<file path="config.mk">
export PLATFORM = sky130hd
export DESIGN_NAME = bcd_to_binary_seq
export DESIGN_NICKNAME = d
export VERILOG_FILES = /design/src/rtl/bcd_to_binary_seq.sv
export SDC_FILE = /design/constraint.sdc
export NUM_CORES = 1
export LEC_CHECK = 0
export ABC_CLOCK_PERIOD_IN_PS = 5500
export BUFFER_PORTS_ARGS = -buffer_cell sky130_fd_sc_hd__buf_2
export CAP_MARGIN = 20
export CORE_MARGIN = 2
export CORE_UTILIZATION = 25
export CTS_CLUSTER_DIAMETER = 30
export DETAILED_ROUTE_END_ITERATION = 10
export MAX_ROUTING_LAYER = met4
export SYNTH_ARGS = -nofsm -noshare
export SYNTH_HDL_FRONTEND = slang
export SYNTH_SLANG_ARGS = --single-unit
</file>
<file path="constraint.sdc">
create_clock -name clk -period 5.5 [get_ports clk]
set_input_delay 0.55 -clock clk [delete_from_list [all_inputs] [get_ports clk]]
set_output_delay 0.55 -clock clk [all_outputs]
set_load 0.03 [all_outputs]
</file>
<file path="src/rtl/bcd_to_binary_seq.sv">
// Sequential packed-BCD to binary converter. It handles one digit per clock,
// most significant digit first, using a multiply-by-10 accumulate.
module bcd_to_binary_seq #(
   parameter int DIGITS = 5,
   parameter int BIN_W  = 16
) (
   input  logic                  clk,
   input  logic                  reset,
   input  logic                  start,
   input  logic [4*DIGITS-1:0]   bcd_in,
   output logic                  busy,
   output logic                  done,
   output logic [BIN_W-1:0]      bin_out,
   output logic                  err_digit,
   output logic                  overflow
);

   localparam int ACC_W = BIN_W + 4;
   localparam int CNT_W = (DIGITS > 1) ? $clog2(DIGITS) : 1;
   localparam logic [ACC_W-1:0] BIN_MAX  = {4'b0000, {BIN_W{1'b1}}};
   localparam logic [ACC_W-1:0] ACC_CLMP = BIN_MAX + 1'b1;
   localparam logic [CNT_W-1:0] LAST_CNT = CNT_W'(DIGITS - 1);

   typedef enum logic {IDLE, CONV} state_t;

   state_t              state;
   logic [ACC_W-1:0]    acc;
   logic [4*DIGITS-1:0] shreg;
   logic [CNT_W-1:0]    cnt;
   logic                err_s;
   logic                ovf_s;

   logic [3:0]          digit;
   logic [ACC_W-1:0]    acc_sum;
   logic [ACC_W-1:0]    acc_next;
   logic                err_next;
   logic                ovf_next;

   // Once overflow is seen the accumulator parks at 2^BIN_W, so acc*10+15 always fits.
   always_comb begin
      digit    = shreg[4*DIGITS-1 -: 4];
      acc_sum  = (acc << 3) + (acc << 1) + {{(ACC_W-4){1'b0}}, digit};
      err_next = err_s | (digit > 4'd9);
      ovf_next = ovf_s | (acc_sum > BIN_MAX);
      acc_next = ovf_next ? ACC_CLMP : acc_sum;
   end

   always_ff @(posedge clk or negedge reset) begin
      if (!reset) begin
         state     <= IDLE;
         acc       <= '0;
         shreg     <= '0;
         cnt       <= '0;
         err_s     <= 1'b0;
         ovf_s     <= 1'b0;
         busy      <= 1'b0;
         done      <= 1'b0;
         bin_out   <= '0;
         err_digit <= 1'b0;
         overflow  <= 1'b0;
      end else begin
         done <= 1'b0;
         case (state)
            IDLE: begin
               if (start) begin
                  shreg <= bcd_in;
                  acc   <= '0;
                  err_s <= 1'b0;
                  ovf_s <= 1'b0;
                  cnt   <= LAST_CNT;
                  busy  <= 1'b1;
                  state <= CONV;
               end
            end
            CONV: begin
               acc   <= acc_next;
               shreg <= shreg << 4;
               cnt   <= cnt - 1'b1;
               err_s <= err_next;
               ovf_s <= ovf_next;
               if (cnt == '0) begin
                  // An invalid digit outranks overflow when the result is committed.
                  if (err_next) begin
                     bin_out   <= '0;
                     err_digit <= 1'b1;
                     overflow  <= 1'b0;
                  end else if (ovf_next) begin
                     bin_out   <= '1;
                     err_digit <= 1'b0;
                     overflow  <= 1'b1;
                  end else begin
                     bin_out   <= acc_next[BIN_W-1:0];
                     err_digit <= 1'b0;
                     overflow  <= 1'b0;
                  end
                  done  <= 1'b1;
                  busy  <= 1'b0;
                  state <= IDLE;
               end
            end
            default: state <= IDLE;
         endcase
      end
   end

endmodule

</file>
==> impl_table.tex, run 1 <==
\begin{tabular}{lr}
\hline
Metric & Value \\
\hline
\multicolumn{2}{l}{\textbf{Floorplan}} \\
\quad Number of I/O pins & 43 \\
\quad Die extent in y & approximately 130 µm \\
\quad Initial standard-cell utilization of the core & 25.33\% \\
\quad Chip Width & 130.4 µm \\
\quad Rows & 46 \\
\quad Core Footprint & between 0.015 and 0.02 mm² \\
\quad Area of the die & 0.01701 mm² \\
\multicolumn{2}{l}{\textbf{Logic synthesis}} \\
\quad Count of different cell masters after synthesis & 46 \\
\quad Primary FF master, synth & sky130\_fd\_sc\_hd\_\_dfrtp\_1 \\
\quad Ranking of synthesized cells by area & sky130\_fd\_sc\_hd\_\_dfrtp\_1 41\%, sky130\_fd\_sc\_hd\_\_ha\_1 11\%, sky130\_fd\_sc\_hd\_\_a21oi\_1 6.8\%, sky130\_fd\_sc\_hd\_\_mux2i\_1 5.5\%, sky130\_fd\_sc\_hd\_\_nand2\_1 3.8\% \\
\quad Number of flip-flops and latches in the synthesized netlist & 65 \\
\quad Sequential element share of the synthesized area & 40.71\% \\
\quad Synth warnings & 0 \\
\quad Number of synthesized flops with an enable pin & 0 \\
\quad Post-synthesis instance total & 414 \\
\quad Synthesized area & 0.003995 mm² \\
\quad Share of flip-flops with an asynchronous set or reset & 100.0\% \\
\quad Synthesized area per cell & 9.650 µm² \\
\quad Share of Yosys cell area claimed by the top area cell type & 40.71\% \\
\quad Nets in the synthesized netlist & 475 \\
\quad Library cell with the largest summed area after synthesis & sky130\_fd\_sc\_hd\_\_dfrtp\_1 \\
\multicolumn{2}{l}{\textbf{Timing}} \\
\quad Minimum clock period after layout & a little over 4000 ps \\
\quad Actual transition at the worst max-transition pin & around 1000 ps \\
\quad Slew Limit Headroom & 30.23\% \\
\quad Setup TNS & 0 ps \\
\quad RSZ-0062 raised after global routing & false \\
\quad Number of max-slew violations in the final report & 0 \\
\quad Final period util & 75.38\% \\
\quad Setup violators final & 0 \\
\quad Clock skew after layout & between 5 and 6 ps \\
\quad Final worst slack & about 1400 ps \\
\quad Highest attainable clock frequency & 0.2412 GHz \\
\quad Number of hold-slack violations in the final timing report & 0 \\
\multicolumn{2}{l}{\textbf{Global route}} \\
\quad Via count of the first global-routing pass & 3,244 \\
\quad GRT Residual Overflow & 0 \\
\quad Number of antenna violations at the first check in global routing & 0 \\
\quad Overall routing resource usage & 12.42\% \\
\quad First-pass GRT wire length & between 15 and 20 mm \\
\quad Maximum number of pins on one net before global-route repair & 66 \\
\multicolumn{2}{l}{\textbf{Clocking}} \\
\quad Clock network latency to the later pin of the worst-skew pair & between 300 and 400 ps \\
\quad TritonCTS clock tree & yes \\
\quad Number of buffers inserted by hold repair at cts & 0 \\
\quad Number of levels the H-tree was split into & 3 \\
\quad Post-CTS resize count & 0 \\
\quad Sink Count & between 60 and 70 \\
\quad Cell chosen for the clock root & sky130\_fd\_sc\_hd\_\_clkbuf\_16 \\
\quad Buffer depth of the longest clock path & 2 \\
\quad Total setup buffers inserted after CTS & 0 \\
\quad Worst-path clk slew & around 60 ps \\
\quad TritonCTS buffer count & 9 \\
\multicolumn{2}{l}{\textbf{Place}} \\
\quad Post-placement setup slack & 1333 ps \\
\quad Detailed placement HPWL & 6.861 mm \\
\quad I/O Buffers & 42 \\
\quad Final weighted congestion in routability-driven placement & 0.8526 \\
\multicolumn{2}{l}{\textbf{Critical path}} \\
\quad Maximum net fanout on the critical path & 18 \\
\quad Total stage count of the critical path & 11 \\
\quad CP cell instances & inv\_1, fa\_1, inv\_1, fa\_1, a211oi\_2, o2111ai\_1, a21oi\_1, a211oi\_1, nand2\_2, nor4b\_4, o21ai\_0 \\
\quad Bufs and invs on worst path & 2 \\
\quad R2R Path End & acc[16] \\
\quad Slowest stage cell, crit path & sky130\_fd\_sc\_hd\_\_nor4b\_4 \\
\quad Delay-heaviest family, CP & simple AND/OR/NAND/NOR gates \\
\quad CP Data Arrival Time & 4310 ps \\
\quad Internal reg-to-reg setup slack & 1350 ps \\
\quad Largest stage delay, worst path & about 910 ps \\
\quad Startpoint of the worst-slack reg-to-reg timing path & acc[0] \\
\quad Kind of start point of the critical path & flip-flop \\
\quad Category of the worst setup path capture point & flip-flop \\
\quad Required time of the critical path & 5670 ps \\
\quad Worst Reg2Reg Path Length in Cells & 11 \\
\quad Crit Path Class & flip-flop to flip-flop \\
\multicolumn{2}{l}{\textbf{Final layout}} \\
\quad ANT cells & 0 \\
\quad Number of fillers in the final layout & 1,676 \\
\quad Area of all sequential standard cells & 0.001627 mm² \\
\quad Number of nets in the finished design & 507 \\
\quad Area of the multi-input gates & 0.002207 mm² \\
\quad Area growth from synthesis to final layout & 18.16\% \\
\quad Layout cells sized above 1 & 16.41\% \\
\multicolumn{2}{l}{\textbf{Power}} \\
\quad Power Density & around 430 mW/mm² \\
\quad Leakage Power & 2.226 nW \\
\quad Worst IR Drop VDD & 0.2468 mV \\
\multicolumn{2}{l}{\textbf{Routing}} \\
\quad Starting DRT DRC Count & 212 \\
\quad Average wire per standard cell & roughly 14 µm \\
\quad Post-detailed-route via-to-cell ratio & 4.894 \\
\quad Number of vias in the routed layout & 3,264 \\
\quad Top Layer Used & met4 \\
\quad Wire length on met1 & 4.371 mm \\
\quad Total wire length after detailed routing & 9.613 mm \\
\quad ANT nets after route & 0 \\
\quad Remaining design rule violation count & 0 \\
\quad Iteration count of the initial detailed-routing pass & 4 \\
\quad Routed met2 length & 4.440 mm \\
\quad Met3 Routed Length & roughly 610 µm \\
\multicolumn{2}{l}{\textbf{Run status}} \\
\quad Outcome & completed \\
\multicolumn{2}{l}{\textbf{Run}} \\
\quad Max-cap violations & 0 \\
\multicolumn{2}{l}{\textbf{Hold path}} \\
\quad Class of the worst hold path & input pin to asynchronous set/reset pin \\
\hline
\end{tabular}
## layout make-up
class	instances	area share, %
multi-input cells	310	46.75
flip-flops and latches	65	34.46
well taps	216	5.725
repair buffers	46	5.168
clock buffers	9	4.771
clock inverters	7	2.014
inverters	14	1.113
## logic make-up (layout without fill, tap and decap cells)
group,after synthesis,after routing,synth area share (%)
AOI/OAI and AO/OA,143,143,22.99
xor gates and xnor gates,17,17,3.727
adders and majority gates,38,38,12.28
buffers and inverters,39,76,4.228
DFF,65,65,40.71
muxes,22,22,5.512
and+or+nand+nor,90,90,10.55
## registers in the layout (all words and copies together) (netlist names), 3 cells and up
register	count
cnt	3
shreg	20
acc	19
bin_out	16
## where the power goes
part           switching [W]  internal [W]  leakage [nW]
combinational       0.000475      0.000238          1.23
clock               0.000216      0.000396         0.155
sequential          0.000101      0.000624         0.844
total               0.000793       0.00126          2.23
## cells in the mapped netlist, types with 2 or more instances
cell                       number
sky130_fd_sc_hd__a211oi_1       4
sky130_fd_sc_hd__a21boi_0       2
sky130_fd_sc_hd__a21o_1         4
sky130_fd_sc_hd__a21oi_1       54
sky130_fd_sc_hd__a22o_1         2
sky130_fd_sc_hd__a31oi_1       15
sky130_fd_sc_hd__a32o_1        14
sky130_fd_sc_hd__a41oi_1        2
sky130_fd_sc_hd__and2_1         6
sky130_fd_sc_hd__buf_2          6
sky130_fd_sc_hd__buf_6          2
sky130_fd_sc_hd__clkbuf_1      16
sky130_fd_sc_hd__dfrtp_1       65
sky130_fd_sc_hd__fa_1           2
sky130_fd_sc_hd__ha_1          36
sky130_fd_sc_hd__inv_1         14
sky130_fd_sc_hd__mux2i_1       22
sky130_fd_sc_hd__nand2_1       40
sky130_fd_sc_hd__nand3_1        6
sky130_fd_sc_hd__nor2_1        20
sky130_fd_sc_hd__nor2b_1        3
sky130_fd_sc_hd__nor3_1         5
sky130_fd_sc_hd__o211ai_1       5
sky130_fd_sc_hd__o21a_1         2
sky130_fd_sc_hd__o21ai_0       25
sky130_fd_sc_hd__o21ai_1        3
sky130_fd_sc_hd__o22ai_1        3
sky130_fd_sc_hd__or2_2          3
sky130_fd_sc_hd__xnor2_1       12
sky130_fd_sc_hd__xor2_1         5
## per-stage QoR
stage | hold WS, ps | utilization [%] | cells | total power, W | instance area, µm²
2_1_floorplan | 254.4 | - | 414 | 0.001235 | 3995
3_3_place_gp | 466.8 | 27.78 | 649 | 0.001427 | 4382
3_5_place_dp | 476.2 | 27.78 | 649 | 0.001450 | 4382
4_1_cts | 429.6 | 29.82 | 665 | 0.002073 | 4702
5_1_grt | 462.1 | 29.93 | 667 | 0.002198 | 4721
6_report | 394.7 | 29.93 | 667 | 0.002050 | 4721
## routing by layer
metal	track usage, %	vias up
li1	-	1588
met3	3.787	22
met5	-	-
met4	4.631	0
met2	19.40	95
met1	15.21	1559
## worst max path at each step
stage	startpoint	slack, ps	end
final	acc[0]	1350	acc[16]
after global routing	acc[0]	1090	acc[16]
after CTS	acc[0]	1300	acc[16]
after detailed placement	acc[0]	1330	acc[16]
after global placement	acc[0]	1490	acc[7]
after floorplan	acc[0]	2180	acc[10]
## layout by cell type (no fill, tap or decap), types with 12 or more instances in the layout
cell / count
sky130_fd_sc_hd__dfrtp_1: 65
sky130_fd_sc_hd__nor2_1: 19
sky130_fd_sc_hd__o21ai_0: 25
sky130_fd_sc_hd__mux2i_1: 22
sky130_fd_sc_hd__buf_2: 42
sky130_fd_sc_hd__inv_1: 14
sky130_fd_sc_hd__xnor2_1: 12
sky130_fd_sc_hd__a31oi_1: 15
sky130_fd_sc_hd__ha_1: 36
sky130_fd_sc_hd__a32o_1: 14
sky130_fd_sc_hd__a21oi_1: 54
sky130_fd_sc_hd__nand2_1: 40
No activity file was read; power rests on OpenSTA's default activity.
==> run 2: changes to the inputs <==
- ABC_CLOCK_PERIOD_IN_PS: 5500 -> 3400
- clock period: 5.5 -> 3.4 ns (I/O delays scaled with it)
==> run 2 against run 1 <==
- non-clock buffer count up 17
- wire length rose by 6.8%
- sequential share of layout area is 1.6 points lower
- design area up 4.8%
==> impl_table.tex, run 2 (same netlist as run 1, synthesis figures left out) <==
\begin{tabular}{lr}
\hline
Metric & Value \\
\hline
\multicolumn{2}{l}{\textbf{Global route}} \\
\quad Number of antenna violations at the first check in global routing & 0 (unchanged) \\
\quad Overall routing resource usage & 12.55\% (+0.13 points) \\
\quad GRT Residual Overflow & 0 (unchanged) \\
\quad First-pass GRT wire length & 16.12 mm (+0.78\%) \\
\quad Maximum number of pins on one net before global-route repair & 57 (-14\%) \\
\quad Via count of the first global-routing pass & 3,123 (-3.7\%) \\
\multicolumn{2}{l}{\textbf{Routing}} \\
\quad Total wire length after detailed routing & 10.27 mm (+6.8\%) \\
\quad Number of vias in the routed layout & 3,356 (+2.8\%) \\
\quad Post-detailed-route via-to-cell ratio & 4.906 (+0.26\%) \\
\quad Met3 Routed Length & 462 µm (-24\%) \\
\quad Starting DRT DRC Count & 186 (-12\%) \\
\quad Top Layer Used & met4 \\
\quad Average wire per standard cell & 15.01 µm (+4.2\%) \\
\quad Routed met2 length & 4.927 mm (+11\%) \\
\quad Wire length on met1 & 4.696 mm (+7.4\%) \\
\quad Remaining design rule violation count & 0 (unchanged) \\
\quad Iteration count of the initial detailed-routing pass & 5 (+1) \\
\quad ANT nets after route & 0 (unchanged) \\
\multicolumn{2}{l}{\textbf{Floorplan}} \\
\quad Number of I/O pins & 43 (unchanged) \\
\quad Chip Width & 130.4 µm (unchanged) \\
\quad Die extent in y & 130.4 µm (unchanged) \\
\quad Area of the die & 0.01701 mm² (unchanged) \\
\quad Core Footprint & 0.01577 mm² (unchanged) \\
\quad Initial standard-cell utilization of the core & 25.33\% (unchanged) \\
\quad Rows & 46 (unchanged) \\
\multicolumn{2}{l}{\textbf{Run}} \\
\quad Max-cap violations & 0 (unchanged) \\
\multicolumn{2}{l}{\textbf{Critical path}} \\
\quad Internal reg-to-reg setup slack & 60 ps (-1300 ps) \\
\quad R2R Path End & acc[14] \\
\quad CP Data Arrival Time & 3620 ps (-690 ps) \\
\quad Required time of the critical path & 3680 ps (-1990 ps) \\
\quad Crit Path Class & flip-flop to flip-flop \\
\quad Worst Reg2Reg Path Length in Cells & 12 (+1) \\
\quad Maximum net fanout on the critical path & 5 (-13) \\
\quad Kind of start point of the critical path & flip-flop \\
\quad Category of the worst setup path capture point & flip-flop \\
\quad Startpoint of the worst-slack reg-to-reg timing path & acc[0] \\
\multicolumn{2}{l}{\textbf{Timing}} \\
\quad Actual transition at the worst max-transition pin & 661.4 ps (-380.7 ps) \\
\quad Number of hold-slack violations in the final timing report & 0 (unchanged) \\
\quad Highest attainable clock frequency & 0.2992 GHz (+24\%) \\
\quad Minimum clock period after layout & 3343 ps (-803.1 ps) \\
\quad RSZ-0062 raised after global routing & true \\
\quad Clock skew after layout & 6.823 ps (+1.220 ps) \\
\quad Setup violators final & 0 (unchanged) \\
\quad Final period util & 98.32\% (+23 points) \\
\quad Slew Limit Headroom & 55.90\% (+26 points) \\
\quad Number of max-slew violations in the final report & 0 (unchanged) \\
\multicolumn{2}{l}{\textbf{Hold path}} \\
\quad Hold-critical path depth & 3 \\
\quad Endpoint, Worst Hold & shreg[1] \\
\quad Class of the worst hold path & input pin to flip-flop \\
\quad Startpoint of the lowest-slack hold path & bcd\_in[1] \\
\multicolumn{2}{l}{\textbf{Final layout}} \\
\quad Number of fillers in the final layout & 1,636 (-2.4\%) \\
\quad Max reg flops & 20 (unchanged) \\
\quad Largest reg by FF count & shreg \\
\quad Top Registers & shreg (20), acc (19), bin\_out (16) \\
\quad Commonest non-fill, non-tap cells in the layout & 65 x sky130\_fd\_sc\_hd\_\_dfrtp\_1, 53 x sky130\_fd\_sc\_hd\_\_a21oi\_1, 42 x sky130\_fd\_sc\_hd\_\_buf\_2, 40 x sky130\_fd\_sc\_hd\_\_nand2\_1, 35 x sky130\_fd\_sc\_hd\_\_ha\_1 \\
\quad Area growth from synthesis to final layout & 23.80\% \\
\quad Count of placed standard cells in the final layout, fillers left out & 684 (+2.5\%) \\
\quad Most common cell after layout, fill and taps aside & sky130\_fd\_sc\_hd\_\_dfrtp\_1 \\
\quad ANT cells & 0 (unchanged) \\
\quad Layout cells sized above 1 & 21.37\% (+5.0 points) \\
\quad Core Util, Final & 31.36\% (+1.4 points) \\
\quad Number of nets in the finished design & 524 (+3.4\%) \\
\multicolumn{2}{l}{\textbf{Run status}} \\
\quad Outcome & completed \\
\multicolumn{2}{l}{\textbf{Power}} \\
\quad Leakage Power & 2.331 nW (+4.7\%) \\
\quad Power Density & 663.5 mW/mm² (+53\%) \\
\quad Total design power & 0.003281 W (+60\%) \\
\quad Worst IR Drop VDD & 0.4472 mV (+81\%) \\
\multicolumn{2}{l}{\textbf{Place}} \\
\quad Number of instances in the placed design & 656 (+1.1\%) \\
\quad Detailed placement HPWL & 7.323 mm (+6.7\%) \\
\quad Final weighted congestion in routability-driven placement & 0.8812 (+3.4\%) \\
\quad I/O Buffers & 42 (unchanged) \\
\multicolumn{2}{l}{\textbf{Clocking}} \\
\quad Clock network latency to the later pin of the worst-skew pair & 340 ps (about the same) \\
\quad Worst-path clk slew & 60 ps (about the same) \\
\quad Number of levels the H-tree was split into & 3 (unchanged) \\
\quad Buffer depth of the longest clock path & 2 (unchanged) \\
\quad TritonCTS clock tree & yes \\
\quad Cell chosen for the clock root & sky130\_fd\_sc\_hd\_\_clkbuf\_16 \\
\quad TritonCTS buffer count & 9 (unchanged) \\
\quad Sink Count & 65 (unchanged) \\
\hline
\end{tabular}
run 2: power by group:
group | leakage (nW) | switching [W] | total [W] | internal (W)
registers | 0.844 | 0.000169 | 0.00118 | 0.00101
clock network | 0.149 | 0.000345 | 0.000911 | 0.000566
logic | 1.34 | 0.000775 | 0.00119 | 0.000416
total | 2.33 | 0.00129 | 0.00328 | 0.00199
run 2: layer usage:
metal | vias to the layer above | global-route usage (%)
met5 | - | -
met4 | 0 | 3.755
met3 | 12 | 2.769
met2 | 80 | 19.80
met1 | 1643 | 16.24
li1 | 1621 | -
run 2: area by class of cell:
| class | count | area, µm² | area share (%) |
|---|---|---|---|
| inverters | 14 | 52.55 | 1.062 |
| clock inverters | 7 | 71.32 | 1.442 |
| well taps | 216 | 270.3 | 5.464 |
| repair buffers | 63 | 416.7 | 8.424 |
| clock buffers | 9 | 225.2 | 4.554 |
| multi-input cells | 310 | 2283 | 46.17 |
| flip-flops and latches | 65 | 1627 | 32.89 |
run 2: per-stage QoR:
stage	hold slack [ps]	TNS, ps	instance area (µm²)	worst slack, ps
2_1_floorplan	44.41	0	3995	82.13
3_3_place_gp	467.8	0	4444	121.9
3_5_place_dp	473.7	0	4444	60.47
4_1_cts	242.0	0	4741	18.03
5_1_grt	274.9	-192.2	4946	-35.98
6_report	246.9	0	4946	57.29
run 2: worst max path at each step:
stage / start / endpoint / slack [ps] / cells after the start
after floorplan: acc[0] / acc[10] / 80 / 12
after global placement: acc[0] / acc[12] / 120 / 12
after detailed placement: acc[0] / acc[7] / 60 / 13
after CTS: acc[0] / acc[7] / 20 / 13
after global routing: acc[0] / acc[15] / -40 / 12
final: acc[0] / acc[14] / 60 / 12
run 2: repair_timing:
| action | 4_1_cts | 5_1_grt |
|---|---|---|
| hold buffers | 0 | 1 |
| resized for setup | 0 | 15 |
| endpoints found under the setup margin | 0 | 35 |
| buffers inserted | 0 | 8 |
| endpoints found under the hold margin | 0 | 9 |
run 2: worst max-delay path, stage by stage (launching register included):
cell	delay [ps]
sky130_fd_sc_hd__dfrtp_1	390
sky130_fd_sc_hd__inv_2	50
sky130_fd_sc_hd__fa_1	540
sky130_fd_sc_hd__inv_2	60
sky130_fd_sc_hd__fa_2	400
sky130_fd_sc_hd__a211oi_4	240
sky130_fd_sc_hd__o21ai_2	80
sky130_fd_sc_hd__a211o_1	310
sky130_fd_sc_hd__a31oi_4	200
sky130_fd_sc_hd__xnor2_2	100
sky130_fd_sc_hd__nor4b_4	490
sky130_fd_sc_hd__clkbuf_16	240
sky130_fd_sc_hd__a32o_1	160
